File: config.mk
export PLATFORM = sky130hd
export DESIGN_NAME = dac_write_ctrl
export DESIGN_NICKNAME = d
export VERILOG_FILES = /design/src/rtl/dac_write_ctrl.sv
export SDC_FILE = /design/constraint.sdc
export NUM_CORES = 1
export LEC_CHECK = 0
export BUFFER_PORTS_ARGS = -buffer_cell sky130_fd_sc_hd__buf_4
export CAP_MARGIN = 20
export CORE_UTILIZATION = 57
export CTS_CLUSTER_DIAMETER = 60
export CTS_CLUSTER_SIZE = 20
export DETAILED_ROUTE_END_ITERATION = 6
export PLACE_DENSITY = 0.8
export SETUP_SLACK_MARGIN = 0.02
export SLEW_MARGIN = 20
export SYNTH_ARGS = -nofsm -noshare
export SYNTH_HDL_FRONTEND = slang
export SYNTH_SLANG_ARGS = --single-unit
File: constraint.sdc
create_clock -name clk_i -period 2.9 [get_ports clk_i]
set_clock_uncertainty 0.15 [all_clocks]
set_input_delay 0.145 -clock clk_i [delete_from_list [all_inputs] [get_ports clk_i]]
set_output_delay 0.145 -clock clk_i [all_outputs]
set_load 0.02 [all_outputs]
File: src/rtl/dac_write_ctrl.sv
// Queued AD5300 write controller: buffers code/power-down requests and feeds them to the SPI master.
// Optional macro DAC_WRITE_CTRL_DEDUP_EN drops requests equal to the last accepted one.
module dac_write_ctrl #(
   parameter int DEPTH   = 4,
   parameter int CODE_W  = 8,
   parameter int FRAME_W = 16,
   parameter int TIMEOUT = 4
) (
   input  logic                     clk_i,
   input  logic                     arst_i,
   input  logic                     req_i,
   input  logic [CODE_W-1:0]        code_i,
   input  logic [1:0]               pd_i,
   output logic                     full_o,
   output logic [$clog2(DEPTH):0]   level_o,
   output logic                     busy_o,
   output logic                     done_o,
   output logic                     ovf_o,
   output logic                     err_o,
   input  logic                     clr_i,
   output logic [FRAME_W-1:0]       spi_data_o,
   output logic                     spi_wre_o,
   input  logic                     spi_rdy_i
);

   localparam int AW = $clog2(DEPTH);
   localparam int LW = AW + 1;
   localparam int EW = CODE_W + 2;
   localparam int TW = $clog2(TIMEOUT + 1);

   typedef enum logic [1:0] {IDLE, ISSUE, WAIT_BUSY, WAIT_DONE} state_t;

   state_t               state_q, state_d;
   logic [EW-1:0]        mem_q [DEPTH];
   logic [EW-1:0]        mem_d [DEPTH];
   logic [AW-1:0]        wr_ptr_q, wr_ptr_d, rd_ptr_q, rd_ptr_d;
   logic [LW-1:0]        count_q, count_d;
   logic [TW-1:0]        tmr_q, tmr_d;
   logic [FRAME_W-1:0]   data_q, data_d;
   logic                 wre_q, wre_d, done_q, done_d;
   logic                 ovf_q, ovf_d, err_q, err_d;
   logic [EW-1:0]        entry;
   logic [FRAME_W-1:0]   head_frame;
   logic                 full, dup, push, reject, pop, set_err;

   assign entry      = {pd_i, code_i};
   assign head_frame = FRAME_W'({2'b00, mem_q[rd_ptr_q], 4'b0000});
   assign full       = (count_q == LW'(DEPTH));

`ifdef DAC_WRITE_CTRL_DEDUP_EN
   logic [EW-1:0] last_q, last_d;
   logic          last_vld_q, last_vld_d;

   assign dup = last_vld_q && (entry == last_q);

   // An accepted push re-arms the filter even if clr_i arrives in the same cycle.
   always_comb begin
      last_d     = last_q;
      last_vld_d = last_vld_q;
      if (push) begin
         last_d     = entry;
         last_vld_d = 1'b1;
      end else if (clr_i) begin
         last_vld_d = 1'b0;
      end
   end

   always_ff @(posedge clk_i or posedge arst_i) begin
      if (arst_i) begin
         last_q     <= '0;
         last_vld_q <= 1'b0;
      end else begin
         last_q     <= last_d;
         last_vld_q <= last_vld_d;
      end
   end
`else
   assign dup = 1'b0;
`endif

   assign push   = req_i && !full && !dup;
   assign reject = req_i && full && !dup;

   always_comb begin
      state_d = state_q;
      tmr_d   = tmr_q;
      data_d  = data_q;
      wre_d   = 1'b0;
      done_d  = 1'b0;
      pop     = 1'b0;
      set_err = 1'b0;
      case (state_q)
         IDLE: begin
            if (count_q != '0 && spi_rdy_i) begin
               data_d  = head_frame;
               wre_d   = 1'b1;
               state_d = ISSUE;
            end
         end
         ISSUE: begin
            tmr_d   = TW'(TIMEOUT - 1);
            state_d = WAIT_BUSY;
         end
         WAIT_BUSY: begin
            if (!spi_rdy_i) begin
               state_d = WAIT_DONE;
            end else if (tmr_q == '0) begin
               // SPI master never acknowledged: drop the entry rather than stall the queue.
               set_err = 1'b1;
               pop     = 1'b1;
               state_d = IDLE;
            end else begin
               tmr_d = tmr_q - TW'(1);
            end
         end
         WAIT_DONE: begin
            if (spi_rdy_i) begin
               pop     = 1'b1;
               done_d  = 1'b1;
               state_d = IDLE;
            end
         end
         default: state_d = IDLE;
      endcase
   end

   always_comb begin
      mem_d    = mem_q;
      wr_ptr_d = wr_ptr_q;
      rd_ptr_d = rd_ptr_q;
      if (push) begin
         mem_d[wr_ptr_q] = entry;
         wr_ptr_d        = wr_ptr_q + AW'(1);
      end
      if (pop) begin
         rd_ptr_d = rd_ptr_q + AW'(1);
      end
      count_d = count_q + LW'(push) - LW'(pop);
      ovf_d   = reject  ? 1'b1 : (clr_i ? 1'b0 : ovf_q);
      err_d   = set_err ? 1'b1 : (clr_i ? 1'b0 : err_q);
   end

   always_ff @(posedge clk_i or posedge arst_i) begin
      if (arst_i) begin
         state_q  <= IDLE;
         for (int i = 0; i < DEPTH; i++) begin
            mem_q[i] <= '0;
         end
         wr_ptr_q <= '0;
         rd_ptr_q <= '0;
         count_q  <= '0;
         tmr_q    <= '0;
         data_q   <= '0;
         wre_q    <= 1'b0;
         done_q   <= 1'b0;
         ovf_q    <= 1'b0;
         err_q    <= 1'b0;
      end else begin
         state_q  <= state_d;
         mem_q    <= mem_d;
         wr_ptr_q <= wr_ptr_d;
         rd_ptr_q <= rd_ptr_d;
         count_q  <= count_d;
         tmr_q    <= tmr_d;
         data_q   <= data_d;
         wre_q    <= wre_d;
         done_q   <= done_d;
         ovf_q    <= ovf_d;
         err_q    <= err_d;
      end
   end

   assign full_o     = full;
   assign level_o    = count_q;
   assign busy_o     = (state_q != IDLE) || (count_q != '0);
   assign done_o     = done_q;
   assign ovf_o      = ovf_q;
   assign err_o      = err_q;
   assign spi_data_o = data_q;
   assign spi_wre_o  = wre_q;

endmodule
==> impl_metrics.csv, run 1 <==
group,metric,value,unit
cells_and_area,antenna_cells,0,
detailed_routing,maxUsedRoutingLayer,"met4",
timing,min_period,2540,ps
power_and_ir_drop,sw_frac_of_total,32.8,%
placement,post_dp_cell_area,3340,um^2
power_and_ir_drop,pwr-share-comb,39.4,%
die,die-area,5600,um^2
placement,gp_congestion,0.810,
die,die_x,74.9,um
worst_setup_path,path_max_fanout,5,
power_and_ir_drop,p_int,2.56,mW
logic_synthesis,yosysSeqAreaShare,54.6,%
detailed_routing,wl_met1,2300,um
power_and_ir_drop,switchingPower,1.25,mW
worst_setup_path,cp-start-kind,"register",
power_and_ir_drop,leakagePower,1.70,nW
cells_and_area,final_nets,275,
clocking,cts_tree,"done",
detailed_routing,drt-total-wl,5130,um
placement,port_buffers,33,
flow_run,maxCapViolations,0,
timing,rsz0062_at_grt,"false",
global_routing,grt_util_all_layers,21.6,%
clocking,cts_buffers,9,
die,start_util,59.2,%
die,core,5110,um^2
detailed_routing,vias_per_cell,5.35,
clocking,htreeDepth,3,
cells_and_area,syn_to_final_growth,19.9,%
clocking,worstSkewPairLatency,340,ps
logic_synthesis,synth.top_cell.area_share,54.6,%
hold_path,hold_class,"in2async",
clocking,root_buffer,"clkbuf_8",
status,status,"finished, final reports clean",
global_routing,grt_max_degree,29,
logic_synthesis,synth_cell_type_count,34,
worst_setup_path,required,2970,ps
clocking,clock-sinks,66,
global_routing,grt_pass1_wl,8480,um
timing,tns,0,ps
power_and_ir_drop,p_clk_share,16.2,%
placement,place.detailed.hpwl,3420,um
worst_setup_path,cp-startpoint,"tmr_q[0]",
logic_synthesis,syn_area,3030,um^2
power_and_ir_drop,sequentialPowerShare,44.3,%
timing,fin_crit_sh,87.6,%
global_routing,grt-ovfl-total,0,
logic_synthesis,netlist_instances,196,
timing,relSlewSlack,55.2,%
logic_synthesis,synth_async_sr_flop_share,100,%
power_and_ir_drop,ir_worst_vdd,0.000525,V
die,die-height,74.9,um
timing,worstMarginPinSlew,670,ps
logic_synthesis,synth_edf_count,0,
timing,worst_slack,360,ps
global_routing,antenna_found_initial,0,
cells_and_area,final_area,3630,um^2
timing,max_freq,394,MHz
die,io_pins,40,
power_and_ir_drop,p_per_area,1050,nW/um^2
logic_synthesis,yosys_register_bits,66,
detailed_routing,drc,0,
clocking,clkTransAtPathRegs,70,ps
worst_setup_path,crit_path_end_kind,"register",
detailed_routing,ant_nets,0,
logic_synthesis,avgSynthCellArea,15.4,um^2
logic_synthesis,ys_top_cells_by_area,"dfrtp_1 55%, mux2_2 17%, mux4_1 8.7%, ha_1 3.3%, nand3_4 2.3%",
detailed_routing,route.met2.wl,2570,um
timing,final-setup-viol-count,0,
placement,pre_cts_ws,356,ps
detailed_routing,drt_iter0_markers,47,
detailed_routing,met3_length,174,um
clocking,cts_max_path_buffers,2,
worst_setup_path,critPathKind,"reg2reg",
die,rows,26,
worst_setup_path,cp.arrival,2610,ps
cells_and_area,drive_gt1_share,39.6,%
timing,slew_violations,0,
worst_setup_path,r2r_start,"tmr_q[0]",
detailed_routing,wl_per_cell,15.8,um
global_routing,grt_pass1_vias,1753,
timing,hold_viol,0,
logic_synthesis,yosysWarningCount,0,
logic_synthesis,yosys_most_used_dff,"dfrtp_1",
detailed_routing,vias,1740,
detailed_routing,dr.pass1.iters,4,
logic_synthesis,synth.largest_area_cell,"dfrtp_1",
==> cell usage in the layout, fill, tap and decap left out, drive strengths merged, types with 2 or more instances in the layout <==
master,netlist,final
a21oi,2,2
buf,10,37
clkbuf,2,11
clkinv,0,4
conb,1,6
dfrtp,66,66
dlygate4sd3,0,14
ha,8,8
inv,13,13
mux2,51,51
mux4,10,10
nand2,4,4
nand3,4,4
nor2,2,2
o21ai,2,2
o22a,2,2
xnor2,4,4
==> stage by stage <==
| step | hold slack, ps | std cells | power (mW) | utilization [%] |
|---|---|---|---|---|
| after detailed placement | 97.0 | 296 | 3.21 | 65.3 |
| after global routing | 340 | 325 | 4.09 | 71.0 |
| after floorplan | 91.4 | 201 | 2.79 | - |
| after global placement | 240 | 295 | 3.14 | 64.9 |
| after CTS | 280 | 325 | 3.85 | 71.0 |
| final | 271 | 325 | 3.81 | 71.0 |
==> worst max-delay path, cell delays in order, from the launching register on <==
cell and delay [ps]:
dfrtp_1 350, inv_1 60, ha_1 200, ha_1 230, o211a_1 270, ha_1 300
inv_1 50, ha_1 130, inv_1 50, fa_1 370, xnor2_1 150, xnor2_1 130
==> registers in the layout, summed over array words and instances, names as in the netlist <==
register,flops
mem_q,40
spi_data_o,10
level_o,3
tmr_q,3
rd_ptr_q,2
state_q,2
wr_ptr_q,2
done_o,1
err_o,1
ovf_o,1
spi_wre_o,1
==> Yosys cell counts, types with 4 or more instances <==
cell type	instances
dfrtp_1	66
mux2_2	46
inv_1	13
mux4_1	10
ha_1	8
buf_4	6
mux2_1	5
nand2_1	4
nand3_4	4
xnor2_1	4
==> layout make-up <==
| cell class | instances | area [um^2] |
|---|---|---|
| timing repair buffer | 51 | 430 |
| clock buffer | 11 | 131 |
| sequential | 66 | 1650 |
| tap | 70 | 87.6 |
| fill | 348 | 1480 |
| multi-input combinational | 110 | 1260 |
| clock inverter | 4 | 20.0 |
| inverter | 13 | 48.8 |
==> logic make-up (layout without fill, tap and decap cells) <==
logic type,after synthesis,count (layout),synth area share (%)
multiplexers,61,61,27.7
XOR/XNOR,5,5,1.45
other,1,6,0.124
buffers and inverters,25,79,4.47
AND/OR/NAND/NOR,18,18,5.05
flip-flops,66,66,54.6
adder cells (fa/ha/maj),9,9,3.97
AO/OA/AOI/OAI,11,11,2.69
==> per-layer routing <==
metal	vias up	track usage (%)
met5	-	0
met1	879	27.0
met4	0	9.85
met2	37	34.9
li1	814	-
met3	10	6.56
==> power by group through the flow <==
stage	clock network [mW]	logic, mW	registers [mW]
after global placement	0	1.45	1.68
after floorplan	0	1.10	1.69
after CTS	0.639	1.53	1.69
after global routing	0.683	1.65	1.76
final	0.618	1.50	1.69
after detailed placement	0	1.51	1.71
==> final timing paths <==
check	endpoint	slack, ps	depth (start not counted)
setup / recovery	level_o[2]	360	11
hold / removal	mem_q[16]	270	3
setup reg to reg	level_o[2]	360	11
hold reg to reg	mem_q[9]	340	1
max in group asynchronous	spi_data_o[5]	1580	5
min in group clk_i	mem_q[9]	340	1
==> timing repair <==
| action | 4_1_cts | 5_1_grt |
|---|---|---|
| hold buffers | 14 | 0 |
| endpoints found under the hold margin | 69 | 0 |
| setup buffers | 0 | 0 |
| resized for setup | 0 | 0 |
Power figures use the tool's default switching activity.
==> inputs of run 2 (changes only) <==
- GPL_TIMING_DRIVEN: default -> 0
- MAX_ROUTING_LAYER: default -> met4
==> run 2 against run 1 <==
  * Total power increased by 1.3%
  * Register-to-register slack got worse by 30 ps
  * Cell count increased by 2.5%
  * Routed wire length down 2.2%
  * Non-clock buffer count is 7 higher
  * Cell area up 1.9%
  * Count of clock-buffer cells in the layout increased by 2
  * First-iteration DRC count is 110% higher
  * Maximum frequency is 1.3% lower
  * Critical endpoint unchanged
  * Largest power group unchanged
==> impl_metrics.csv, run 2 (synthesis results as in run 1) <==
group,metric,value,unit
status,status,"finished, final reports clean",
detailed_routing,drt-total-wl,5020,um
placement,port_buffers,32,
placement,place.detailed.hpwl,3300,um
power_and_ir_drop,leakagePower,1.75,nW
clocking,root_buffer,"clkbuf_8",
cells_and_area,largest_reg_flops,40,
placement,pre_cts_ws,325,ps
die,start_util,59.2,%
die,io_pins,40,
worst_setup_path,crit_path_end_kind,"register",
detailed_routing,ant_nets,0,
worst_setup_path,cpMaxStageDelayCell,"fa_1",
detailed_routing,drc,0,
hold_path,hold_class,"in2reg",
cells_and_area,drive_gt1_share,41.1,%
cells_and_area,top_register,"mem_q",
timing,max_freq,388,MHz
cells_and_area,final_nets,282,
worst_setup_path,cpMostUsedCell,"ha_1",
timing,slew_violations,0,
detailed_routing,route.met2.wl,2590,um
die,die_x,74.9,um
timing,final-setup-viol-count,0,
timing,relSlewSlack,60.2,%
detailed_routing,wl_met1,2230,um
clocking,clock-sinks,66,
clocking,cts_setup_buffers,0,
worst_setup_path,path_max_fanout,5,
detailed_routing,maxUsedRoutingLayer,"met4",
global_routing,antenna_found_initial,0,
worst_setup_path,critPathKind,"reg2reg",
worst_setup_path,required,2960,ps
clocking,cts_tree,"done",
detailed_routing,met3_length,137,um
detailed_routing,vias_per_cell,5.26,
clocking,clkTransAtPathRegs,70,ps
cells_and_area,final_common_cell,"dfrtp_1",
detailed_routing,vias,1753,
global_routing,grt-ovfl-total,0,
power_and_ir_drop,ir_worst_vdd,0.000518,V
die,die-height,74.9,um
timing,hold_viol,0,
timing,fin_crit_sh,88.8,%
global_routing,grt_pass1_wl,8330,um
timing,min_period,2570,ps
detailed_routing,dr.pass1.iters,4,
clocking,cts_buffers,9,
global_routing,grt_util_all_layers,21.7,%
timing,tns,0,ps
global_routing,grt_max_degree,55,
detailed_routing,drt_iter0_markers,97,
worst_setup_path,max_stage_delay,370,ps
cells_and_area,antenna_cells,0,
clocking,worstSkewPairLatency,330,ps
timing,worstMarginPinSlew,597,ps
cells_and_area,mostFrequentLayoutCells,"66 x dfrtp_1, 46 x mux2_2, 38 x buf_4",
die,rows,26,
detailed_routing,wl_per_cell,15.1,um
timing,worst_slack,325,ps
die,core,5110,um^2
cells_and_area,syn_to_final_growth,22.2,%
worst_setup_path,cp.arrival,2640,ps
timing,rsz0062_at_grt,"false",
global_routing,grt_pass1_vias,1756,
die,die-area,5600,um^2
worst_setup_path,path_cells,"inv_1 -> ha_1 -> ha_1 -> o211a_1 -> ha_1 -> inv_1 -> ha_1 -> inv_1 -> fa_1 -> xnor2_1 -> xnor2_1",
flow_run,maxCapViolations,0,
clocking,htreeDepth,3,
placement,gp_congestion,0.726,
power_and_ir_drop,p_per_area,1040,nW/um^2
worst_setup_path,cp-start-kind,"register",
clocking,cts_max_path_buffers,2,
## run 2: cell types whose count changed in the layout (fill, tap and decap cells not counted), sizes merged
cell / before / now
clkbuf: 11 / 15
clkinv: 4 / 3
dlygate4sd3: 14 / 13
buf: 37 / 43
## run 2: worst max-delay path: cells and delay by family (launching register included)
kind                       cells  cell delay [ps]
DFF                            1              360
buffers and inverters          3              160
AOI/OAI and AO/OA              1              300
xor gates and xnor gates       2              270
adders and majority gates      5             1230
## run 2: area by class of cell
| class | instances | area, um^2 |
|---|---|---|
| Clock buffer | 13 | 149 |
| Clock inverter | 3 | 15.0 |
| Fill cell | 374 | 1410 |
| Multi-Input combinational cell | 110 | 1260 |
| Sequential cell | 66 | 1650 |
| Inverter | 13 | 51.3 |
| Buffer | 12 | 86.3 |
| Timing Repair Buffer | 46 | 398 |
| Tap cell | 70 | 87.6 |
## run 2: what timing repair did
item	4_1_cts	5_1_grt
hold buffers	13	0
hold endpoints to repair	110	0
resized for setup	0	0
endpoints found under the setup margin	0	0
## run 2: final timing paths
| check | startpoint | endpoint | slack (ps) | cells after the start |
|---|---|---|---|---|
| worst max register to register | tmr_q[0] | level_o[2] | 330 | 11 |
| min in group asynchronous | arst_i | spi_data_o[4] | 130 | 3 |
| worst min register to register | mem_q[9] | mem_q[9] | 340 | 1 |
| worst min-delay path | req_i | ovf_o | 100 | 2 |
| max in group asynchronous | arst_i | spi_data_o[12] | 1960 | 4 |
| worst max-delay path | tmr_q[0] | level_o[2] | 330 | 11 |
## run 2: through the flow
step | total power [mW] | instance area (um^2) | hold WS [ps] | instances | util, %
2_1_floorplan | 2.79 | 3040 | 91.4 | 201 | -
3_3_place_gp | 3.17 | 3370 | 239 | 303 | 66.0
3_5_place_dp | 3.24 | 3400 | -70.2 | 304 | 66.6
4_1_cts | 3.91 | 3700 | 83.6 | 333 | 72.4
5_1_grt | 4.12 | 3700 | 91.9 | 333 | 72.4
6_report | 3.86 | 3700 | 100 | 333 | 72.4
## run 2: power breakdown
group | internal [mW] | switching (mW) | leakage [nW]
Combinational | 0.914 | 0.685 | 0.868
Sequential | 1.37 | 0.242 | 0.790
Clock | 0.330 | 0.313 | 0.0872
Total | 2.62 | 1.24 | 1.75
## run 2: per-layer routing
layer  GRT usage [%]  vias to the layer above
met5               -                        -
met4            9.43                        0
met3            4.55                        6
met2            35.3                       31
met1            26.3                      893
li1                -                      823
==> inputs of run 3 (changes only) <==
- CORE_UTILIZATION: 57 -> 50
- PLACE_DENSITY: 0.8 -> 0.72
- RECOVER_POWER: default -> 25
==> run 3 against run 2 <==
  * Core utilization is 6.8 points lower
  * First-iteration DRC count fell by 22%
  * Non-clock buffer count unchanged
  * Register-to-register slack barely moved
  * Highest routed layer unchanged
  * Flip-flop and latch count did not move
  * Global-route usage shrank 2.1 points
  * Critical path type unchanged
  * Combinational power barely moved
  * Sequential power hardly changed
  * Largest power group unchanged
  * Critical path depth stayed put
  * Cell count increased by 0.60%
==> impl_metrics.csv, run 3 (synthesis results as in run 1) <==
group,metric,value,unit
status,status,"finished, final reports clean",
die,start_util,53.3,%
placement,port_buffers,32,
placement,place.detailed.hpwl,3370,um
timing,worstMarginPinSlew,1310,ps
clocking,cts_max_path_buffers,2,
clocking,htreeDepth,3,
clocking,cts_setup_buffers,0,
die,core,5680,um^2
cells_and_area,largest_reg_flops,40,
detailed_routing,vias,1762,
global_routing,grt_max_degree,56,
placement,gp_congestion,0.742,
worst_setup_path,required,3000,ps
cells_and_area,antenna_cells,0,
placement,post_dp_cell_area,3400,um^2
worst_setup_path,path_max_fanout,5,
die,rows,27,
global_routing,grt_pass1_wl,8890,um
global_routing,grt_util_all_layers,19.6,%
cells_and_area,finalNonFillerCells,335,
cells_and_area,syn_to_final_growth,23.1,%
cells_and_area,multi_input_area,1260,um^2
clocking,clock-sinks,66,
cells_and_area,final_area,3720,um^2
worst_setup_path,cp-start-kind,"register",
hold_path,hold_class,"in2reg",
detailed_routing,wl_per_cell,15.5,um
clocking,clkTransAtPathRegs,70,ps
clocking,root_buffer,"clkbuf_8",
timing,rsz0062_at_grt,"false",
cells_and_area,top_register,"mem_q",
detailed_routing,vias_per_cell,5.26,
clocking,cts_buffers,9,
detailed_routing,drc,0,
cells_and_area,final_nets,282,
clocking,cts_tree,"done",
placement,dpl.cell_count,306,
cells_and_area,final_common_cell,"dfrtp_1",
timing,tns,0,ps
global_routing,antenna_found_initial,0,
timing,whs,80.4,ps
global_routing,grt-ovfl-total,0,
cells_and_area,mostFrequentLayoutCells,"66 x dfrtp_1, 46 x mux2_2, 37 x buf_4",
flow_run,maxCapViolations,0,
worst_setup_path,critPathKind,"reg2reg",
power_and_ir_drop,power,4.01,mW
die,die-height,79.8,um
die,io_pins,40,
detailed_routing,ant_nets,0,
detailed_routing,drt-total-wl,5180,um
power_and_ir_drop,ir_worst_vdd,0.000538,V
clocking,worstSkewPairLatency,330,ps
placement,pre_cts_ws,311,ps
global_routing,grt_pass1_vias,1851,
cells_and_area,nFillCells,436,
cells_and_area,seq_area,1650,um^2
power_and_ir_drop,leakagePower,1.75,nW
worst_setup_path,crit_path_end_kind,"register",
clocking,cts_repair_resize_count,0,
timing,worst_slack,326,ps
worst_setup_path,cp.arrival,2680,ps
cells_and_area,final_core_util,65.6,%
timing,relSlewSlack,12.8,%
timing,fin_crit_sh,88.8,%
detailed_routing,dr.pass1.iters,5,
die,die-area,6370,um^2
detailed_routing,drt_iter0_markers,76,
die,die_x,79.8,um
timing,min_period,2570,ps
cells_and_area,drive_gt1_share,41.8,%
power_and_ir_drop,p_per_area,1080,nW/um^2
timing,hold_viol,0,
timing,slew_violations,0,
timing,final-setup-viol-count,0,
timing,max_freq,389,MHz
run 3: worst max-delay path, stage by stage, from the launching register on:
cell     delay (ps)
dfrtp_1         350
inv_1            60
ha_1            190
ha_1            230
o211a_1         300
ha_1            310
inv_1            50
ha_1            120
inv_1            40
fa_1            370
xnor2_1         170
xnor2_1         140
run 3: repair_timing:
action | CTS | global route
endpoints found under the setup margin | 0 | 0
endpoints found under the hold margin | 109 | 0
hold buffers | 13 | 0
run 3: power breakdown:
group          switching [mW]  internal (mW)
combinational           0.687          0.908
clock                   0.339          0.466
sequential              0.239           1.37
run 3: layer usage:
layer	routed length [um]	GRT usage, %	share of wire, %	vias to the layer above
li1	-	-	-	822
met1	2470	25.4	48	898
met2	2470	30.2	48	33
met3	153	3.43	3.0	9
met4	91	8.93	1.8	0
met5	0	-	0	-
run 3: path summary, 6_finish.rpt:
path,end,startpoint,cells after the start,slack [ps]
max,level_o[2],tmr_q[0],11,330
min,ovf_o,req_i,2,80
max reg2reg,level_o[2],tmr_q[0],11,330
min reg2reg,mem_q[19],mem_q[19],1,340
max in group asynchronous,mem_q[23],arst_i,4,760
min in group asynchronous,tmr_q[2],arst_i,3,230
run 3: cell type report:
cell class | instances | share of cell area (%)
clock inverter | 4 | 1.31
inverter | 13 | 1.34
timing repair buffer | 46 | 10.1
multi-input combinational | 110 | 33.8
clock buffer | 12 | 4.44
buffer | 12 | 2.28
tap | 72 | 2.42
sequential | 66 | 44.4
